--- src/rtl/result_streamer.sv ---
// Two-slot result buffer that drains each {n, result} pair as a framed beat stream:
// one header beat carrying n, then the result split into BEAT_W chunks, LSB chunk first.
module result_streamer #(
    parameter int RES_W  = 128,
    parameter int BEAT_W = 16
) (
    input  logic              clk,
    input  logic              rst,
    input  logic              done,
    input  logic [RES_W-1:0]  res_in,
    input  logic [4:0]        n_in,
    output logic              full,
    output logic              drop_err,
    output logic [BEAT_W-1:0] dout,
    output logic              dout_valid,
    output logic              dout_last,
    input  logic              dout_ready,
    output logic [15:0]       frame_cnt
);

    localparam int NBEATS = RES_W / BEAT_W;
    localparam int BCW    = (NBEATS > 1) ? $clog2(NBEATS) : 1;
    localparam logic [BCW-1:0] BLAST = BCW'(NBEATS - 1);

    typedef enum logic [1:0] {IDLE, HDR, DATA} state_t;

    state_t             state_q, state_d;
    logic [BCW-1:0]     bcnt_q, bcnt_d;
    logic               wptr_q, wptr_d;
    logic               rptr_q, rptr_d;
    logic [1:0]         cnt_q, cnt_d;
    logic [RES_W-1:0]   slot_res_q [2];
    logic [RES_W-1:0]   slot_res_d [2];
    logic [4:0]         slot_n_q [2];
    logic [4:0]         slot_n_d [2];
    logic               full_q, full_d;
    logic               drop_q, drop_d;
    logic [BEAT_W-1:0]  dout_q, dout_d;
    logic               valid_q, valid_d;
    logic               last_q, last_d;
    logic [15:0]        fcnt_q, fcnt_d;

    logic               hs;
    logic               last_hs;
    logic               accept;
    logic [4:0]         hdr_n;
    logic [BEAT_W-1:0]  chunk [NBEATS];

    // The slot being drained is never written while occupied, so its chunks are stable.
    genvar gi;
    generate
        for (gi = 0; gi < NBEATS; gi++) begin : g_chunk
            assign chunk[gi] = slot_res_q[rptr_q][gi*BEAT_W +: BEAT_W];
        end
    endgenerate

    always_comb begin
        state_d    = state_q;
        bcnt_d     = bcnt_q;
        wptr_d     = wptr_q;
        rptr_d     = rptr_q;
        slot_res_d = slot_res_q;
        slot_n_d   = slot_n_q;
        fcnt_d     = fcnt_q;
        dout_d     = '0;

        hs      = valid_q & dout_ready;
        last_hs = (state_q == DATA) && hs && (bcnt_q == BLAST);
        // A slot freed by the final-beat handshake is reusable in the same cycle.
        accept  = done && ((cnt_q != 2'd2) || last_hs);

        if (accept) begin
            slot_res_d[wptr_q] = res_in;
            slot_n_d[wptr_q]   = n_in;
            wptr_d             = ~wptr_q;
        end
        if (last_hs) begin
            rptr_d = ~rptr_q;
            fcnt_d = fcnt_q + 16'd1;
        end
        cnt_d  = cnt_q + {1'b0, accept} - {1'b0, last_hs};
        full_d = (cnt_d == 2'd2);
        drop_d = drop_q | (done & ~accept);

        case (state_q)
            IDLE: begin
                if (cnt_q != 2'd0) state_d = HDR;
            end
            HDR: begin
                if (hs) begin
                    state_d = DATA;
                    bcnt_d  = '0;
                end
            end
            DATA: begin
                if (hs) begin
                    if (bcnt_q == BLAST) begin
                        state_d = (cnt_d != 2'd0) ? HDR : IDLE;
                        bcnt_d  = '0;
                    end else begin
                        bcnt_d = bcnt_q + 1'b1;
                    end
                end
            end
            default: state_d = IDLE;
        endcase

        // Next header may come from the slot being written this very cycle.
        hdr_n = (accept && (wptr_q == rptr_d)) ? n_in : slot_n_q[rptr_d];

        valid_d = (state_d != IDLE);
        last_d  = (state_d == DATA) && (bcnt_d == BLAST);
        if (state_d == HDR) begin
            dout_d = {{(BEAT_W-5){1'b0}}, hdr_n};
        end else if (state_d == DATA) begin
            dout_d = chunk[bcnt_d];
        end
    end

    always_ff @(posedge clk or negedge rst) begin
        if (!rst) begin
            state_q <= IDLE;
            bcnt_q  <= '0;
            wptr_q  <= 1'b0;
            rptr_q  <= 1'b0;
            cnt_q   <= 2'd0;
            for (int i = 0; i < 2; i++) begin
                slot_res_q[i] <= '0;
                slot_n_q[i]   <= '0;
            end
            full_q  <= 1'b0;
            drop_q  <= 1'b0;
            dout_q  <= '0;
            valid_q <= 1'b0;
            last_q  <= 1'b0;
            fcnt_q  <= 16'd0;
        end else begin
            state_q    <= state_d;
            bcnt_q     <= bcnt_d;
            wptr_q     <= wptr_d;
            rptr_q     <= rptr_d;
            cnt_q      <= cnt_d;
            slot_res_q <= slot_res_d;
            slot_n_q   <= slot_n_d;
            full_q     <= full_d;
            drop_q     <= drop_d;
            dout_q     <= dout_d;
            valid_q    <= valid_d;
            last_q     <= last_d;
            fcnt_q     <= fcnt_d;
        end
    end

    assign full       = full_q;
    assign drop_err   = drop_q;
    assign dout       = dout_q;
    assign dout_valid = valid_q;
    assign dout_last  = last_q;
    assign frame_cnt  = fcnt_q;

endmodule

--- config.mk ---
export PLATFORM = sky130hd
export DESIGN_NAME = result_streamer
export DESIGN_NICKNAME = d
export VERILOG_FILES = /design/src/rtl/result_streamer.sv
export SDC_FILE = /design/constraint.sdc
export NUM_CORES = 1
export LEC_CHECK = 0
export ABC_AREA = 0
export BUFFER_PORTS_ARGS = -buffer_cell sky130_fd_sc_hd__buf_2
export CELL_PAD_IN_SITES_DETAIL_PLACEMENT = 0
export CELL_PAD_IN_SITES_GLOBAL_PLACEMENT = 1
export CORE_UTILIZATION = 44
export DETAILED_ROUTE_END_ITERATION = 6
export PLACE_DENSITY_LB_ADDON = 0.1
export SLEW_MARGIN = 20
export SYNTH_ARGS = -nofsm -noshare
export SYNTH_HDL_FRONTEND = slang
export SYNTH_SLANG_ARGS = --single-unit
--- constraint.sdc ---
create_clock -name clk -period 3.1 [get_ports clk]
set_input_delay 0.62 -clock clk [delete_from_list [all_inputs] [get_ports clk]]
set_output_delay 0.62 -clock clk [all_outputs]
set_load 0.005 [all_outputs]
# Yosys cells after proc, flatten, opt, wreduce, memory -nomap -nowiden
# Index checks and enable logic that the tools add are counted.
# op_classes
n_addsub	4
n_lt_le_gt_ge	5
n_eq_ne	9
muxes	29
bitwise	10
reduce_logical	11
# op_table
cell	count
128-bit two-way mux	4
256-bit bitwise mux	1
128-bit demux with 1-bit select	1
16-bit two-way mux	4
16-bit binary-select mux with 3-bit select	1
5-bit two-way mux	5
16-bit by 1-bit adder with 16-bit output, second input constant	1
10-bit bitwise mux	1
3-bit two-way mux	3
2-bit two-way mux	4
2-bit == test, second input constant	3
3-bit == test, second input constant	2
2-bit greater-or-equal comparator, second input constant	3
1-bit logical AND	6
1-bit NOT with 2-bit output	3
2-bit case mux with 3 select lines	1
3-bit case mux with 2 select lines	1
2-bit nonzero test	3
5-bit demux with 1-bit select	1
2-bit by 1-bit == test with 1-bit output, second input constant	2
4-bit greater-or-equal comparator, second input constant	1
3-bit NOT with 4-bit output	1
3-bit by 1-bit adder with 3-bit output, second input constant	1
1-bit NOT	3
other kinds (10)	12
# word_totals
register_bits	311
inputBits	137
output_inout_bits	36
elab_cells	83

# Longest topological paths before layout
# Gate-level depths: netlist of the first run.
# depth
word_depth	15
mapped_depth	14
mapped_depth_nobuf	14

# Worst setup path after synthesis of the first run
# OpenSTA, ideal clock, no wires.
# synth_timing
path_kind	register to register
startpoint	register state_q[0]
endpoint	register dout_q[11], in the netlist dout[11]
setup_ns	0.101
t_arrival_ns	3.079
required_ns	2.999
slack_ns	-0.080
stages_incl_launch_ff	15
path_buffers	1
synth_period_minus_slack_ns	3.180
path_cell_list	dfrtp_1 -> inv_1 -> ha_1 -> nand4_1 -> nand2_1 -> nand2_1 -> ha_1 -> inv_1 -> ha_1 -> xor3_1 -> o21ai_0 -> nor3b_1 -> nand3_1 -> clkbuf_1 -> o32ai_1
# synth_between
elab_chain_len	15
elab_cells_between_ends	25
cone_classes	add/sub: 2; eq/ne: 4; mux: 12; bitwise: 1; reduce/logical: 6
# synth_lines
element	line_no	rtl
start, declared	27	state_t state_q, state_d;
start signal, assigned	138	state_q <= state_d;
2-bit == test (*)	68	last_hs = (state_q == DATA) && hs && (bcnt_q == BLAST);
1-bit logical AND (*) (2 in a row)	68	
1-bit logical OR	70	accept = done && ((cnt_q != 2'd2) || last_hs);
1-bit logical AND	70	
2-bit by 1-bit adder with 2-bit output	81	cnt_d = cnt_q + {1'b0, accept} - {1'b0, last_hs};
2-bit by 1-bit subtractor with 2-bit output (*)	81	
via cnt_d[1]	31	logic [1:0] cnt_q, cnt_d;
2-bit nonzero test (*)	98	state_d = (cnt_d != 2'd0) ? HDR : IDLE;
1-bit two-way mux (*)	98	
2-bit two-way mux (*)	97	if (bcnt_q == BLAST) begin
2-bit two-way mux (*)	96	if (hs) begin
2-bit case mux with 3 select lines (*)	85	case (state_q)
2-bit == test	115	end else if (state_d == DATA) begin
16-bit two-way mux	115	
16-bit two-way mux (*)	113	if (state_d == HDR) begin
via dout_d[11]	38	logic [BEAT_W-1:0] dout_q, dout_d;
end signal, assigned	147	dout_q <= dout_d;
end, declared	38	
# The timed path passes the listed nets; every way through them passes the cells marked *. The select of a mux whose other input is x is not followed.
# A chain may end at the register's enable or synchronous reset.

# Worst setup path after layout of the first run
# layout_timing
startpoint	register bcnt_q[0]
endpoint	register dout_q[13], in the netlist dout[13]
# layout_between
elab_chain_len	14
elab_cells_between_ends	24
cone_classes	add/sub: 3; eq/ne: 3; mux: 13; bitwise: 1; reduce/logical: 4
# layout_lines
element	line_no	rtl
start, declared	28	logic [BCW-1:0] bcnt_q, bcnt_d;
start signal, assigned	139	bcnt_q <= bcnt_d;
3-bit == test (*)	68	
1-bit logical AND (*)	68	
1-bit logical OR	70	
1-bit logical AND	70	
2-bit by 1-bit adder with 2-bit output	81	
2-bit by 1-bit subtractor with 2-bit output (*)	81	
via cnt_d[1]	31	
2-bit nonzero test (*)	98	
1-bit two-way mux (*)	98	
2-bit two-way mux (*)	97	
2-bit two-way mux (*)	96	
2-bit case mux with 3 select lines (*)	85	
2-bit == test	115	
16-bit two-way mux	115	
16-bit two-way mux (*)	113	
via dout_d[13]	38	
# Marks and branches as above.

==> flow_summary.html, run 1 <==
<table>
<tr><th>Metric</th><th>Value</th></tr>
<tr><th colspan="2">Final layout</th></tr>
<tr><td>Final-stage net count</td><td>~1300</td></tr>
<tr><td>Area delta synth-&gt;final</td><td>21.70%</td></tr>
<tr><td>Core Util, Final</td><td>0.5432</td></tr>
<tr><td>Final-layout fill cell count</td><td>2719</td></tr>
<tr><td>Post-route standard cell area excluding fillers</td><td>between 15000 and 20000 um^2</td></tr>
<tr><td>Top library cells by usage in the layout, fill and taps aside</td><td>310 x dfrtp_1, 266 x mux2_2, 172 x buf_2, 71 x mux2i_1, 45 x nand2_1</td></tr>
<tr><td>Most frequent standard cell in the layout excluding fill and tap cells</td><td>dfrtp_1</td></tr>
<tr><td>Fraction of final layout cells sized beyond drive strength 1</td><td>0.5083</td></tr>
<tr><th colspan="2">Die</th></tr>
<tr><td>Floorplan row count</td><td>65</td></tr>
<tr><td>Starting density of the core</td><td>0.4464</td></tr>
<tr><td>Area of the core</td><td>31470 um^2</td></tr>
<tr><td>Floorplan die area</td><td>between 30000 and 40000 um^2</td></tr>
<tr><td>DIE HEIGHT</td><td>180.7 um</td></tr>
<tr><td>Die extent in x</td><td>180.7 um</td></tr>
<tr><td>I/O pins</td><td>173</td></tr>
<tr><th colspan="2">Clocking</th></tr>
<tr><td>Clock transition at the registers of the reported paths</td><td>~60 ps</td></tr>
<tr><td>Clock Tree Root</td><td>clkbuf_16</td></tr>
<tr><td>CTS H-tree lvls</td><td>2</td></tr>
<tr><td>Number of hold-repair buffers added at the cts stage</td><td>0</td></tr>
<tr><td>Clock Sink Count</td><td>311</td></tr>
<tr><td>CTS tree</td><td>built</td></tr>
<tr><td>Clock insertion delay at the later pin of the skew report</td><td>between 500 and 600 ps</td></tr>
<tr><td>CTS max path bufs</td><td>3</td></tr>
<tr><td>Clock buffers created by TritonCTS</td><td>36</td></tr>
<tr><th colspan="2">Drt</th></tr>
<tr><td>WL/cell</td><td>~21 um</td></tr>
<tr><td>Post-route met1 wirelength</td><td>14860 um</td></tr>
<tr><td>Via count</td><td>~8700</td></tr>
<tr><td>DRC marker count from the first detailed-route iteration</td><td>345</td></tr>
<tr><td>TritonRoute pass-1 iters</td><td>6</td></tr>
<tr><td>Length of routed met2 wiring</td><td>roughly 16000 um</td></tr>
<tr><td>Highest metal layer used by the detailed router</td><td>met5</td></tr>
<tr><td>Routed wire length</td><td>between 30000 and 40000 um</td></tr>
<tr><td>Residual DRC count</td><td>0</td></tr>
<tr><td>Antenna violation net count after detailed routing</td><td>0</td></tr>
<tr><td>Metal3 WL</td><td>2172 um</td></tr>
<tr><td>Post-DR vias/cell</td><td>around 5.4</td></tr>
<tr><th colspan="2">Yosys</th></tr>
<tr><td>Post-synthesis compound-gate area fraction</td><td>0.04124</td></tr>
<tr><td>Synthesized-area fraction occupied by xor and xnor cells</td><td>0.01291</td></tr>
<tr><td>Share of the yosys chip area belonging to registers</td><td>0.5540</td></tr>
<tr><td>Number of nets in the synthesized netlist</td><td>1123</td></tr>
<tr><td>Largest family of logic cells by synthesized area</td><td>multiplexers</td></tr>
<tr><td>Share of Yosys cell area claimed by the top area cell type</td><td>0.5540</td></tr>
<tr><td>Netlist cell types</td><td>50</td></tr>
<tr><td>Mean area per synthesized cell</td><td>14.38 um^2</td></tr>
<tr><td>Top_reg_cell synth</td><td>dfrtp_1</td></tr>
<tr><td>Largest area contributor in the synthesized netlist</td><td>dfrtp_1</td></tr>
<tr><td>Fraction of synthesis flops using an asynchronous set or reset pin</td><td>1.000</td></tr>
<tr><td>Number of warnings issued by yosys</td><td>0</td></tr>
<tr><td>Post-Synth Simple-Gate Area</td><td>0.04320</td></tr>
<tr><td>Most area-consuming cells after synthesis</td><td>dfrtp_1 55%, mux2_2 21%, mux4_2 5.6%</td></tr>
<tr><td>Area of the mapped netlist</td><td>14050 um^2</td></tr>
<tr><td>Post-synthesis share of cell area spent on full adders, half adders and majority gates</td><td>0.008016</td></tr>
<tr><td>Cell count after synthesis</td><td>977</td></tr>
<tr><td>EDFF count, synth</td><td>0</td></tr>
<tr><td>Multiplexer share of the synthesized area</td><td>0.3199</td></tr>
<tr><td>Flop and latch count out of synthesis</td><td>311</td></tr>
<tr><th colspan="2">Pwr</th></tr>
<tr><td>Total Power Consumption</td><td>16.44 mW</td></tr>
<tr><td>Worst vdd rail ir drop</td><td>roughly 0.56 mV</td></tr>
<tr><td>Pwr/cell area</td><td>961.7 nW/um^2</td></tr>
<tr><td>Lkg Pwr</td><td>7.319 nW</td></tr>
<tr><th colspan="2">GRT</th></tr>
<tr><td>Overall overflow remaining after global route</td><td>0</td></tr>
<tr><td>First-pass GRT wire length</td><td>53160 um</td></tr>
<tr><td>Maximum number of pins on one net before global-route repair</td><td>75</td></tr>
<tr><td>Vias in the first global route</td><td>9244</td></tr>
<tr><td>Number of antenna violations at the first check in global routing</td><td>7</td></tr>
<tr><td>Global-route usage over all layers</td><td>0.2107</td></tr>
<tr><th colspan="2">STA</th></tr>
<tr><td>Total count of hold-check failures in the final report</td><td>0</td></tr>
<tr><td>Hold slack final</td><td>roughly 67 ps</td></tr>
<tr><td>Final clock period utilization by the worst path</td><td>0.9519</td></tr>
<tr><td>Setup repair after global routing missed its margin</td><td>true</td></tr>
<tr><td>Number of max-slew violations in the final report</td><td>0</td></tr>
<tr><td>Final setup skew</td><td>11.33 ps</td></tr>
<tr><td>Slew of the pin with the lowest slew margin</td><td>~880 ps</td></tr>
<tr><td>Total of endpoints with negative setup slack in the final report</td><td>0</td></tr>
<tr><td>Highest attainable clock frequency</td><td>~340 MHz</td></tr>
<tr><td>Final min period</td><td>2951 ps</td></tr>
<tr><td>Worst relative slew slack</td><td>0.4160</td></tr>
<tr><th colspan="2">Critical path</th></tr>
<tr><td>Most Frequent Cell on Critical Path</td><td>ha_4</td></tr>
<tr><td>Crit-path max cell delay</td><td>between 400 and 500 ps</td></tr>
<tr><td>Crit-path max FO</td><td>4</td></tr>
<tr><td>Critical path buffers and inverters</td><td>2</td></tr>
<tr><td>Capturing element type of the critical path</td><td>register</td></tr>
<tr><td>Worst Reg2Reg Path Length in Cells</td><td>14</td></tr>
<tr><td>Crit. path cell count</td><td>14</td></tr>
<tr><td>Series of cell instances along the critical path</td><td>ha_4, ha_4, nand4_1, nand2_1, nand2_2, ha_4, inv_1, ha_2, xor3_1, o21ai_2, nor3b_4, nand3_4, clkbuf_16, o32ai_2</td></tr>
<tr><td>Kind of cell with the highest combined delay on the critical path</td><td>simple AND/OR/NAND/NOR gates</td></tr>
<tr><td>Crit path kind</td><td>register to register</td></tr>
<tr><td>Signal arrival time at the worst endpoint</td><td>3370 ps</td></tr>
<tr><td>Highest-delay cell along the critical path</td><td>dfrtp_1</td></tr>
<tr><td>Sort of element at the start of the critical path</td><td>register</td></tr>
<tr><td>Worst endpoint required time</td><td>between 3000 and 4000 ps</td></tr>
<tr><th colspan="2">Hold path</th></tr>
<tr><td>Hold crit path type</td><td>input port to async pin</td></tr>
<tr><th colspan="2">Placed design</th></tr>
<tr><td>Final estimated routing congestion in global placement</td><td>0.8492</td></tr>
<tr><td>Area post-placement</td><td>approximately 16000 um^2</td></tr>
<tr><td>Post-DP HPWL</td><td>23590 um</td></tr>
<tr><td>Count of input and output buffers</td><td>approximately 170</td></tr>
<tr><th colspan="2">Outcome</th></tr>
<tr><td>Result of the run</td><td>finished clean</td></tr>
<tr><th colspan="2">Run</th></tr>
<tr><td>Number of max-cap violations</td><td>0</td></tr>
</table>
layer usage:
| layer | track usage | up-vias |
|---|---|---|
| met5 | 0 | - |
| met4 | 0.05333 | 6 |
| met3 | 0.05356 | 53 |
| met2 | 0.3419 | 180 |
| met1 | 0.2821 | 4468 |
| li1 | - | 4015 |
registers in the layout, summed over array words and instances, names as in the netlist, 2 cells and up:
| register | flops |
|---|---|
| dout | 16 |
| cnt_q | 2 |
| frame_cnt | 16 |
| slot_n_q | 10 |
| bcnt_q | 3 |
| state_q | 2 |
| slot_res_q | 256 |
cells in the mapped netlist, types with 2 or more instances:
library cell  number
xor2_1             4
o2111ai_1          4
dfrtp_1          311
a21oi_1           15
o21bai_1           4
xnor2_1           14
nor2_1            20
mux2i_1           71
nor2b_1           13
o211ai_1           5
a21o_1             2
o21ai_0            4
clkinv_1           2
and2_1             2
nor3_1             5
a22oi_1            2
a221oi_1          10
buf_1              4
nand3_1            9
o32ai_1           11
buf_2             15
nand2b_1           6
nand4_1            8
ha_1               9
a22o_1             2
mux4_2            35
or2_2              5
a31oi_1            2
and3_1             4
a21boi_0           2
a211oi_1          10
nand2_1           46
inv_1              6
mux2_2           266
clkbuf_1          34
logic make-up (layout without fill, tap and decap cells):
| kind of cell | count (synthesis) | count (layout) |
|---|---|---|
| buffers and inverters | 65 | 296 |
| AND/OR/NAND/NOR | 123 | 123 |
| AO/OA/AOI/OAI | 78 | 78 |
| other | 0 | 4 |
| multiplexers | 372 | 372 |
| adder cells (fa/ha/maj) | 9 | 9 |
| XOR/XNOR | 19 | 19 |
| flip-flops | 311 | 311 |
power by group:
part	internal [mW]	switching (mW)
clock	2.59	1.63
sequential	5.97	0.940
combinational	3.09	2.22
cell type report:
class	count	area, um^2	area share
Clock inverter	9	130.1	0.007611
Clock buffer	50	1045	0.06111
Antenna cell	4	10.01	0.0005854
Sequential cell	311	7786	0.4554
Tap cell	402	503.0	0.02942
Multi-Input combinational cell	601	6142	0.3592
Timing Repair Buffer	227	1439	0.08416
Inverter	10	42.54	0.002488
worst register-to-register path, stage by stage (launching register included):
cell and delay, ps:
dfrtp_1 410, ha_4 180, ha_4 160, nand4_1 120, nand2_1 100, nand2_2 110
ha_4 190, inv_1 50, ha_2 160, xor3_1 260, o21ai_2 140, nor3b_4 310
nand3_4 180, clkbuf_16 220, o32ai_2 270
path summary, 6_finish.rpt:
| kind | endpoint | start | slack (ps) |
|---|---|---|---|
| min in group clk | slot_res_q[34] | res_in[34] | 350 |
| max | dout[13] | bcnt_q[0] | 150 |
| min | frame_cnt[7] | rst | 70 |
| max reg2reg | dout[13] | bcnt_q[0] | 150 |
| max in group asynchronous | slot_res_q[96] | rst | 2240 |
| min reg2reg | drop_err | drop_err | 460 |
through the flow:
stage / TNS [ps] / std cells / setup slack, ps
after floorplan: 0 / 977 / 58.56
after global placement: 0 / 1541 / 132.8
after detailed placement: 0 / 1541 / 4.100
after CTS: 0 / 1600 / 0.8686
after global routing: -186.6 / 1611 / -58.72
final: 0 / 1614 / 149.1
timing repair:
action	CTS	global route
pin swaps	0	3
resized for setup	1	29
setup endpoints to repair	1	17
buffers inserted	0	7
cloned	0	3
No activity file was read; power rests on OpenSTA's default activity.
==> inputs of run 2 (changes only) <==
--- a/config.mk
+++ b/config.mk
@@ -12,6 +12,7 @@
 export CORE_UTILIZATION = 44
 export DETAILED_ROUTE_END_ITERATION = 6
 export PLACE_DENSITY_LB_ADDON = 0.1
+export SETUP_SLACK_MARGIN = 0.5
 export SLEW_MARGIN = 20
 export SYNTH_ARGS = -nofsm -noshare
 export SYNTH_HDL_FRONTEND = slang
==> run 2 against run 1 <==
Effect of this change: critical endpoint is now dout[10]; routed wire length decreased by 1.9%; clock power down 5.0%; fmax is 7.3% higher; flip-flop and latch count unchanged; die area unchanged; combinational power grew 2%; worst hold slack improved by 9.5 ps; critical path depth stayed put.
==> flow_summary.html, run 2 (synthesis results as in run 1) <==
<table>
<tr><th>Metric</th><th>Value</th></tr>
<tr><th colspan="2">Die</th></tr>
<tr><td>Area of the core</td><td>31470 um^2</td></tr>
<tr><td>Starting density of the core</td><td>0.4464</td></tr>
<tr><td>Floorplan die area</td><td>32650 um^2</td></tr>
<tr><td>Die extent in x</td><td>about 180 um</td></tr>
<tr><td>DIE HEIGHT</td><td>180.7 um</td></tr>
<tr><td>Floorplan row count</td><td>65</td></tr>
<tr><td>I/O pins</td><td>173</td></tr>
<tr><th colspan="2">Final layout</th></tr>
<tr><td>Final-stage net count</td><td>1330</td></tr>
<tr><td>Post-route standard cell area excluding fillers</td><td>17120 um^2</td></tr>
<tr><td>Top register by number of flip-flops</td><td>slot_res_q</td></tr>
<tr><td>Core Util, Final</td><td>0.5439</td></tr>
<tr><td>Most frequent standard cell in the layout excluding fill and tap cells</td><td>dfrtp_1</td></tr>
<tr><td>Top library cells by usage in the layout, fill and taps aside</td><td>310 x dfrtp_1, 266 x mux2_2, 171 x buf_2, 70 x mux2i_1, 45 x nand2_1</td></tr>
<tr><td>Fraction of final layout cells sized beyond drive strength 1</td><td>0.5083</td></tr>
<tr><td>Final-layout fill cell count</td><td>2687</td></tr>
<tr><td>Non-filler instance count after layout</td><td>around 1600</td></tr>
<tr><td>Largest register FFs</td><td>256</td></tr>
<tr><td>Area delta synth-&gt;final</td><td>21.87%</td></tr>
<tr><th colspan="2">Clocking</th></tr>
<tr><td>Clock Tree Root</td><td>clkbuf_16</td></tr>
<tr><td>CTS H-tree lvls</td><td>2</td></tr>
<tr><td>Clock Sink Count</td><td>311</td></tr>
<tr><td>CTS tree</td><td>built</td></tr>
<tr><td>CTS max path bufs</td><td>3</td></tr>
<tr><td>Clock buffers created by TritonCTS</td><td>36</td></tr>
<tr><td>Clock insertion delay at the later pin of the skew report</td><td>520 ps</td></tr>
<tr><td>Clock transition at the registers of the reported paths</td><td>around 60 ps</td></tr>
<tr><th colspan="2">STA</th></tr>
<tr><td>Highest attainable clock frequency</td><td>363.7 MHz</td></tr>
<tr><td>Total count of hold-check failures in the final report</td><td>0</td></tr>
<tr><td>Final min period</td><td>2749 ps</td></tr>
<tr><td>Total Neg Setup Slack</td><td>0 ps</td></tr>
<tr><td>Slew of the pin with the lowest slew margin</td><td>676.4 ps</td></tr>
<tr><td>Final setup skew</td><td>19.86 ps</td></tr>
<tr><td>Total of endpoints with negative setup slack in the final report</td><td>0</td></tr>
<tr><td>Worst relative slew slack</td><td>0.5490</td></tr>
<tr><td>Number of max-slew violations in the final report</td><td>0</td></tr>
<tr><td>Final clock period utilization by the worst path</td><td>0.8868</td></tr>
<tr><td>Setup repair after global routing missed its margin</td><td>true</td></tr>
<tr><th colspan="2">Placed design</th></tr>
<tr><td>Area post-placement</td><td>about 16000 um^2</td></tr>
<tr><td>Count of input and output buffers</td><td>172</td></tr>
<tr><td>Placed Instances</td><td>1537</td></tr>
<tr><td>Final estimated routing congestion in global placement</td><td>0.7611</td></tr>
<tr><td>Post-DP HPWL</td><td>23280 um</td></tr>
<tr><th colspan="2">Outcome</th></tr>
<tr><td>Result of the run</td><td>finished clean</td></tr>
<tr><th colspan="2">Critical path</th></tr>
<tr><td>Critical path startpoint</td><td>bcnt_q[0]</td></tr>
<tr><td>Worst endpoint required time</td><td>3520 ps</td></tr>
<tr><td>Reg-to-reg critical path startpoint</td><td>bcnt_q[0]</td></tr>
<tr><td>Sort of element at the start of the critical path</td><td>register</td></tr>
<tr><td>Capturing element type of the critical path</td><td>register</td></tr>
<tr><td>Crit-path max FO</td><td>17</td></tr>
<tr><td>Crit path kind</td><td>register to register</td></tr>
<tr><td>Signal arrival time at the worst endpoint</td><td>3170 ps</td></tr>
<tr><th colspan="2">Pwr</th></tr>
<tr><td>Combinational group share of total power</td><td>0.331</td></tr>
<tr><td>Clk pwr share</td><td>0.245</td></tr>
<tr><td>Lkg Pwr</td><td>7.318 nW</td></tr>
<tr><td>Sequential share of power</td><td>0.424</td></tr>
<tr><td>Internal power</td><td>11.56 mW</td></tr>
<tr><td>Pwr/cell area</td><td>about 950 nW/um^2</td></tr>
<tr><td>Switching Share</td><td>0.2929</td></tr>
<tr><td>Sw Pwr</td><td>4.788 mW</td></tr>
<tr><td>Worst vdd rail ir drop</td><td>0.5123 mV</td></tr>
<tr><th colspan="2">Drt</th></tr>
<tr><td>WL/cell</td><td>20.67 um</td></tr>
<tr><td>Post-DR vias/cell</td><td>roughly 5.4</td></tr>
<tr><td>DRC marker count from the first detailed-route iteration</td><td>377</td></tr>
<tr><td>TritonRoute pass-1 iters</td><td>7</td></tr>
<tr><td>Routed wire length</td><td>33400 um</td></tr>
<tr><td>Via count</td><td>a little under 9000</td></tr>
<tr><td>Antenna violation net count after detailed routing</td><td>0</td></tr>
<tr><td>Residual DRC count</td><td>0</td></tr>
<tr><th colspan="2">GRT</th></tr>
<tr><td>Vias in the first global route</td><td>9310</td></tr>
<tr><td>First-pass GRT wire length</td><td>approximately 53000 um</td></tr>
<tr><td>Number of antenna violations at the first check in global routing</td><td>8</td></tr>
<tr><td>Global-route usage over all layers</td><td>0.2115</td></tr>
<tr><td>Maximum number of pins on one net before global-route repair</td><td>71</td></tr>
<tr><td>Overall overflow remaining after global route</td><td>0</td></tr>
<tr><th colspan="2">Run</th></tr>
<tr><td>Number of max-cap violations</td><td>0</td></tr>
<tr><th colspan="2">Hold path</th></tr>
<tr><td>Hold crit path type</td><td>input port to async pin</td></tr>
</table>
-- run 2: layer usage --
layer | GRT usage | routed length (um) | vias up
li1 | - | - | 4026
met1 | 0.2926 | 15110 | 4434
met2 | 0.3381 | 15690 | 165
met3 | 0.04850 | 2019 | 39
met4 | 0.04991 | 564 | 2
met5 | 0 | 13 | -
-- run 2: area by class of cell --
class | count | area (um^2) | area share
diodes | 6 | 15.01 | 0.0008770
well taps | 402 | 503.0 | 0.02938
flip-flops and latches | 311 | 7786 | 0.4548
inverters | 10 | 71.32 | 0.004166
clock buffers | 54 | 1069 | 0.06241
multi-input cells | 601 | 6148 | 0.3591
repair buffers | 224 | 1473 | 0.08602
clock inverters | 8 | 55.05 | 0.003216
-- run 2: repair_timing --
action,4_1_cts,5_1_grt
hold buffers,0,0
resized for setup,17,5
endpoints found under the setup margin,18,18
cloned,1,0
buffers inserted,7,3
pin swaps,2,2
-- run 2: stage by stage --
step | power [mW] | setup WS (ps) | hold WS [ps]
after detailed placement | 12.31 | 101.8 | 442.4
after global routing | 17.39 | 213.7 | 118.5
final | 16.35 | 350.8 | 76.16
after CTS | 16.52 | 333.6 | 104.2
after global placement | 12.17 | 146.7 | 434.3
after floorplan | 10.63 | 287.2 | 324.4
-- run 2: final timing paths --
kind / endpoint / slack [ps] / cells after the start
max: dout[10] / 350 / 14
min reg2reg: drop_err / 450 / 1
min: frame_cnt[3] / 80 / 1
min in group clk: slot_res_q[55] / 340 / 2
max in group asynchronous: slot_res_q[107] / 2100 / 2
max reg2reg: dout[10] / 350 / 14
-- run 2: critical path, cell delays in order (launching register included) --
cell      delay, ps
dfrtp_1         380
ha_2            200
ha_4            160
nand4_1          90
buf_4           150
clkinv_4         50
ha_4            260
inv_4            30
ha_4            140
xor3_1          190
o21ai_1         130
nor3b_4         290
nand3_2         130
buf_12          170
o32ai_1         280
-- run 2: power by group through the flow --
stage,clock (mW),combinational (mW),sequential [mW]
after CTS,4.13,5.45,6.93
after detailed placement,0,5.32,6.99
after global routing,4.31,5.90,7.18
after floorplan,0,3.98,6.65
final,4.01,5.41,6.93
after global placement,0,5.23,6.94
==> inputs of run 3 (changes only) <==
--- a/config.mk
+++ b/config.mk
@@ -11,7 +11,7 @@
 export CELL_PAD_IN_SITES_GLOBAL_PLACEMENT = 1
 export CORE_UTILIZATION = 44
 export DETAILED_ROUTE_END_ITERATION = 6
-export PLACE_DENSITY_LB_ADDON = 0.1
+export PLACE_DENSITY = 0.77
 export SETUP_SLACK_MARGIN = 0.5
 export SLEW_MARGIN = 20
 export SYNTH_ARGS = -nofsm -noshare
==> run 3 against run 2 <==
Effect of this change: worst hold slack improved by 280 ps; combinational power increased by 3%; routed wire length increased by 1.8%; first-iteration DRC count increased by 26%; non-clock buffer count increased by 9; global-route usage increased by 0.34 points; core utilization increased by 0.39 points; fmax decreased by 4.5%; sequential power about the same; die area unchanged; clock power about the same; clock-buffer cell count decreased by 2; largest cell class unchanged; largest power group unchanged.
==> flow_summary.html, run 3 (synthesis results as in run 1) <==
<table>
<tr><th>Metric</th><th>Value</th></tr>
<tr><th colspan="2">Outcome</th></tr>
<tr><td>Result of the run</td><td>finished clean</td></tr>
<tr><th colspan="2">Clocking</th></tr>
<tr><td>Clock buffers created by TritonCTS</td><td>35</td></tr>
<tr><td>CTS max path bufs</td><td>3</td></tr>
<tr><td>CTS H-tree lvls</td><td>2</td></tr>
<tr><td>Clock insertion delay at the later pin of the skew report</td><td>510 ps</td></tr>
<tr><td>CTS tree</td><td>built</td></tr>
<tr><td>Clock Sink Count</td><td>311</td></tr>
<tr><td>Clock transition at the registers of the reported paths</td><td>60 ps</td></tr>
<tr><td>Clock Tree Root</td><td>clkbuf_16</td></tr>
<tr><th colspan="2">GRT</th></tr>
<tr><td>Overall overflow remaining after global route</td><td>0</td></tr>
<tr><td>Maximum number of pins on one net before global-route repair</td><td>approximately 100</td></tr>
<tr><td>First-pass GRT wire length</td><td>54250 um</td></tr>
<tr><td>Global-route usage over all layers</td><td>0.2149</td></tr>
<tr><td>Number of antenna violations at the first check in global routing</td><td>10</td></tr>
<tr><td>Vias in the first global route</td><td>9375</td></tr>
<tr><th colspan="2">Drt</th></tr>
<tr><td>Via count</td><td>8907</td></tr>
<tr><td>Highest metal layer used by the detailed router</td><td>met5</td></tr>
<tr><td>Post-DR vias/cell</td><td>5.471</td></tr>
<tr><td>TritonRoute pass-1 iters</td><td>4</td></tr>
<tr><td>Residual DRC count</td><td>0</td></tr>
<tr><td>Routed wire length</td><td>34000 um</td></tr>
<tr><td>DRC marker count from the first detailed-route iteration</td><td>approximately 480</td></tr>
<tr><td>WL/cell</td><td>20.89 um</td></tr>
<tr><td>Post-route met1 wirelength</td><td>14620 um</td></tr>
<tr><td>Metal3 WL</td><td>2335 um</td></tr>
<tr><td>Length of routed met2 wiring</td><td>16420 um</td></tr>
<tr><td>Antenna violation net count after detailed routing</td><td>0</td></tr>
<tr><th colspan="2">Pwr</th></tr>
<tr><td>Total Power Consumption</td><td>~17 mW</td></tr>
<tr><td>Combinational group share of total power</td><td>0.337</td></tr>
<tr><td>Lkg Pwr</td><td>7.365 nW</td></tr>
<tr><td>Sw Pwr</td><td>just under 5 mW</td></tr>
<tr><td>Sequential share of power</td><td>0.420</td></tr>
<tr><td>Switching Share</td><td>0.2972</td></tr>
<tr><td>Pwr/cell area</td><td>959.9 nW/um^2</td></tr>
<tr><td>Clk pwr share</td><td>0.243</td></tr>
<tr><td>Internal power</td><td>~12 mW</td></tr>
<tr><td>Worst vdd rail ir drop</td><td>0.6578 mV</td></tr>
<tr><th colspan="2">Run</th></tr>
<tr><td>Number of max-cap violations</td><td>0</td></tr>
<tr><th colspan="2">Final layout</th></tr>
<tr><td>Largest register FFs</td><td>256</td></tr>
<tr><td>Final-stage net count</td><td>1340</td></tr>
<tr><td>Top register by number of flip-flops</td><td>slot_res_q</td></tr>
<tr><td>Fraction of final layout cells sized beyond drive strength 1</td><td>0.5180</td></tr>
<tr><td>Post-route standard cell area excluding fillers</td><td>17240 um^2</td></tr>
<tr><td>Area delta synth-&gt;final</td><td>22.73%</td></tr>
<tr><td>Top library cells by usage in the layout, fill and taps aside</td><td>310 x dfrtp_1, 266 x mux2_2, 171 x buf_2, 69 x mux2i_1, 45 x nand2_1</td></tr>
<tr><td>Most frequent standard cell in the layout excluding fill and tap cells</td><td>dfrtp_1</td></tr>
<tr><th colspan="2">Hold path</th></tr>
<tr><td>Hold crit path type</td><td>input port to register</td></tr>
<tr><th colspan="2">STA</th></tr>
<tr><td>Number of max-slew violations in the final report</td><td>0</td></tr>
<tr><td>Worst relative slew slack</td><td>0.5594</td></tr>
<tr><td>Final setup skew</td><td>18.83 ps</td></tr>
<tr><td>Total count of hold-check failures in the final report</td><td>0</td></tr>
<tr><td>Final clock period utilization by the worst path</td><td>0.9282</td></tr>
<tr><td>Slew of the pin with the lowest slew margin</td><td>660.9 ps</td></tr>
<tr><td>Setup repair after global routing missed its margin</td><td>true</td></tr>
<tr><td>Highest attainable clock frequency</td><td>347.5 MHz</td></tr>
<tr><td>Total of endpoints with negative setup slack in the final report</td><td>0</td></tr>
<tr><td>Hold slack final</td><td>355.3 ps</td></tr>
<tr><td>Final min period</td><td>roughly 2900 ps</td></tr>
<tr><th colspan="2">Die</th></tr>
<tr><td>Floorplan row count</td><td>65</td></tr>
<tr><td>Die extent in x</td><td>around 180 um</td></tr>
<tr><td>DIE HEIGHT</td><td>180.7 um</td></tr>
<tr><td>Floorplan die area</td><td>about 33000 um^2</td></tr>
<tr><td>Starting density of the core</td><td>0.4464</td></tr>
<tr><td>Area of the core</td><td>31470 um^2</td></tr>
<tr><td>I/O pins</td><td>173</td></tr>
<tr><th colspan="2">Critical path</th></tr>
<tr><td>Capturing element type of the critical path</td><td>register</td></tr>
<tr><td>Crit path kind</td><td>register to register</td></tr>
<tr><td>Worst endpoint required time</td><td>between 3000 and 4000 ps</td></tr>
<tr><td>Crit-path max FO</td><td>7</td></tr>
<tr><td>Signal arrival time at the worst endpoint</td><td>3300 ps</td></tr>
<tr><td>Sort of element at the start of the critical path</td><td>register</td></tr>
<tr><th colspan="2">Placed design</th></tr>
<tr><td>Area post-placement</td><td>roughly 16000 um^2</td></tr>
<tr><td>Count of input and output buffers</td><td>172</td></tr>
<tr><td>Post-DP HPWL</td><td>around 23000 um</td></tr>
<tr><td>Final estimated routing congestion in global placement</td><td>0.7988</td></tr>
</table>
[run 3: area by class of cell]
type | instances | area, um^2
Antenna cell | 6 | 15.01
Clock buffer | 52 | 1042
Clock inverter | 11 | 83.83
Fill cell | 2596 | 14230
Inverter | 10 | 47.55
Multi-Input combinational cell | 603 | 6247
Sequential cell | 311 | 7786
Tap cell | 402 | 503.0
Timing Repair Buffer | 233 | 1516
[run 3: path summary, 6_finish.rpt]
check,startpoint,endpoint,slack (ps),depth (start not counted)
worst max-delay path,state_q[0],dout[2],220,16
worst min-delay path,res_in[108],slot_res_q[108],360,2
worst max register to register,state_q[0],dout[2],220,16
worst min register to register,drop_err,drop_err,460,1
max in group asynchronous,rst,slot_res_q[90],1630,3
min in group asynchronous,rst,slot_res_q[109],540,2
[run 3: worst max-delay path: stages (launching register included)]
cell      delay, ps
dfrtp_1         400
inv_2           110
ha_4            170
nand4_1         140
nand2_1         130
nand2_2          80
ha_4            270
inv_2            30
ha_4            140
xor3_1          210
o21ai_2         170
nor3b_4         200
buf_6           180
nand3b_1        120
buf_6           160
o21bai_1        160
o211ai_1        120
[run 3: routing by layer]
layer  GRT usage  vias up
li1            -     4059
met3     0.05618       56
met5           0        -
met1      0.2897     4587
met4     0.05197        8
met2      0.3466      197
[run 3: power groups by stage]
stage                     clock network (mW)  logic [mW]  registers [mW]
final                                   4.03        5.58            6.94
after global routing                    4.31        6.04            7.17
after CTS                               4.14        5.58            6.94
after detailed placement                   0        5.29            7.00
after global placement                     0        5.14            6.92
after floorplan                            0        3.98            6.65
[run 3: per-stage QoR]
step	setup slack, ps	std cells	util	setup TNS (ps)
after floorplan	287.2	977	-	0
after CTS	283.7	1617	0.5451	0
after detailed placement	-9.026	1536	0.5001	-20.01
after global routing	98.33	1623	0.5474	0
after global placement	44.91	1536	0.5001	0
final	222.5	1628	0.5478	0
[run 3: timing repair]
item                                    4_1_cts  5_1_grt
setup buffers                                14        5
gates resized for setup                      27        4
endpoints found under the hold margin        20        0
gates cloned                                  3        0
pin swaps                                     4        3
endpoints found under the setup margin       18      151
hold buffers                                  1        0
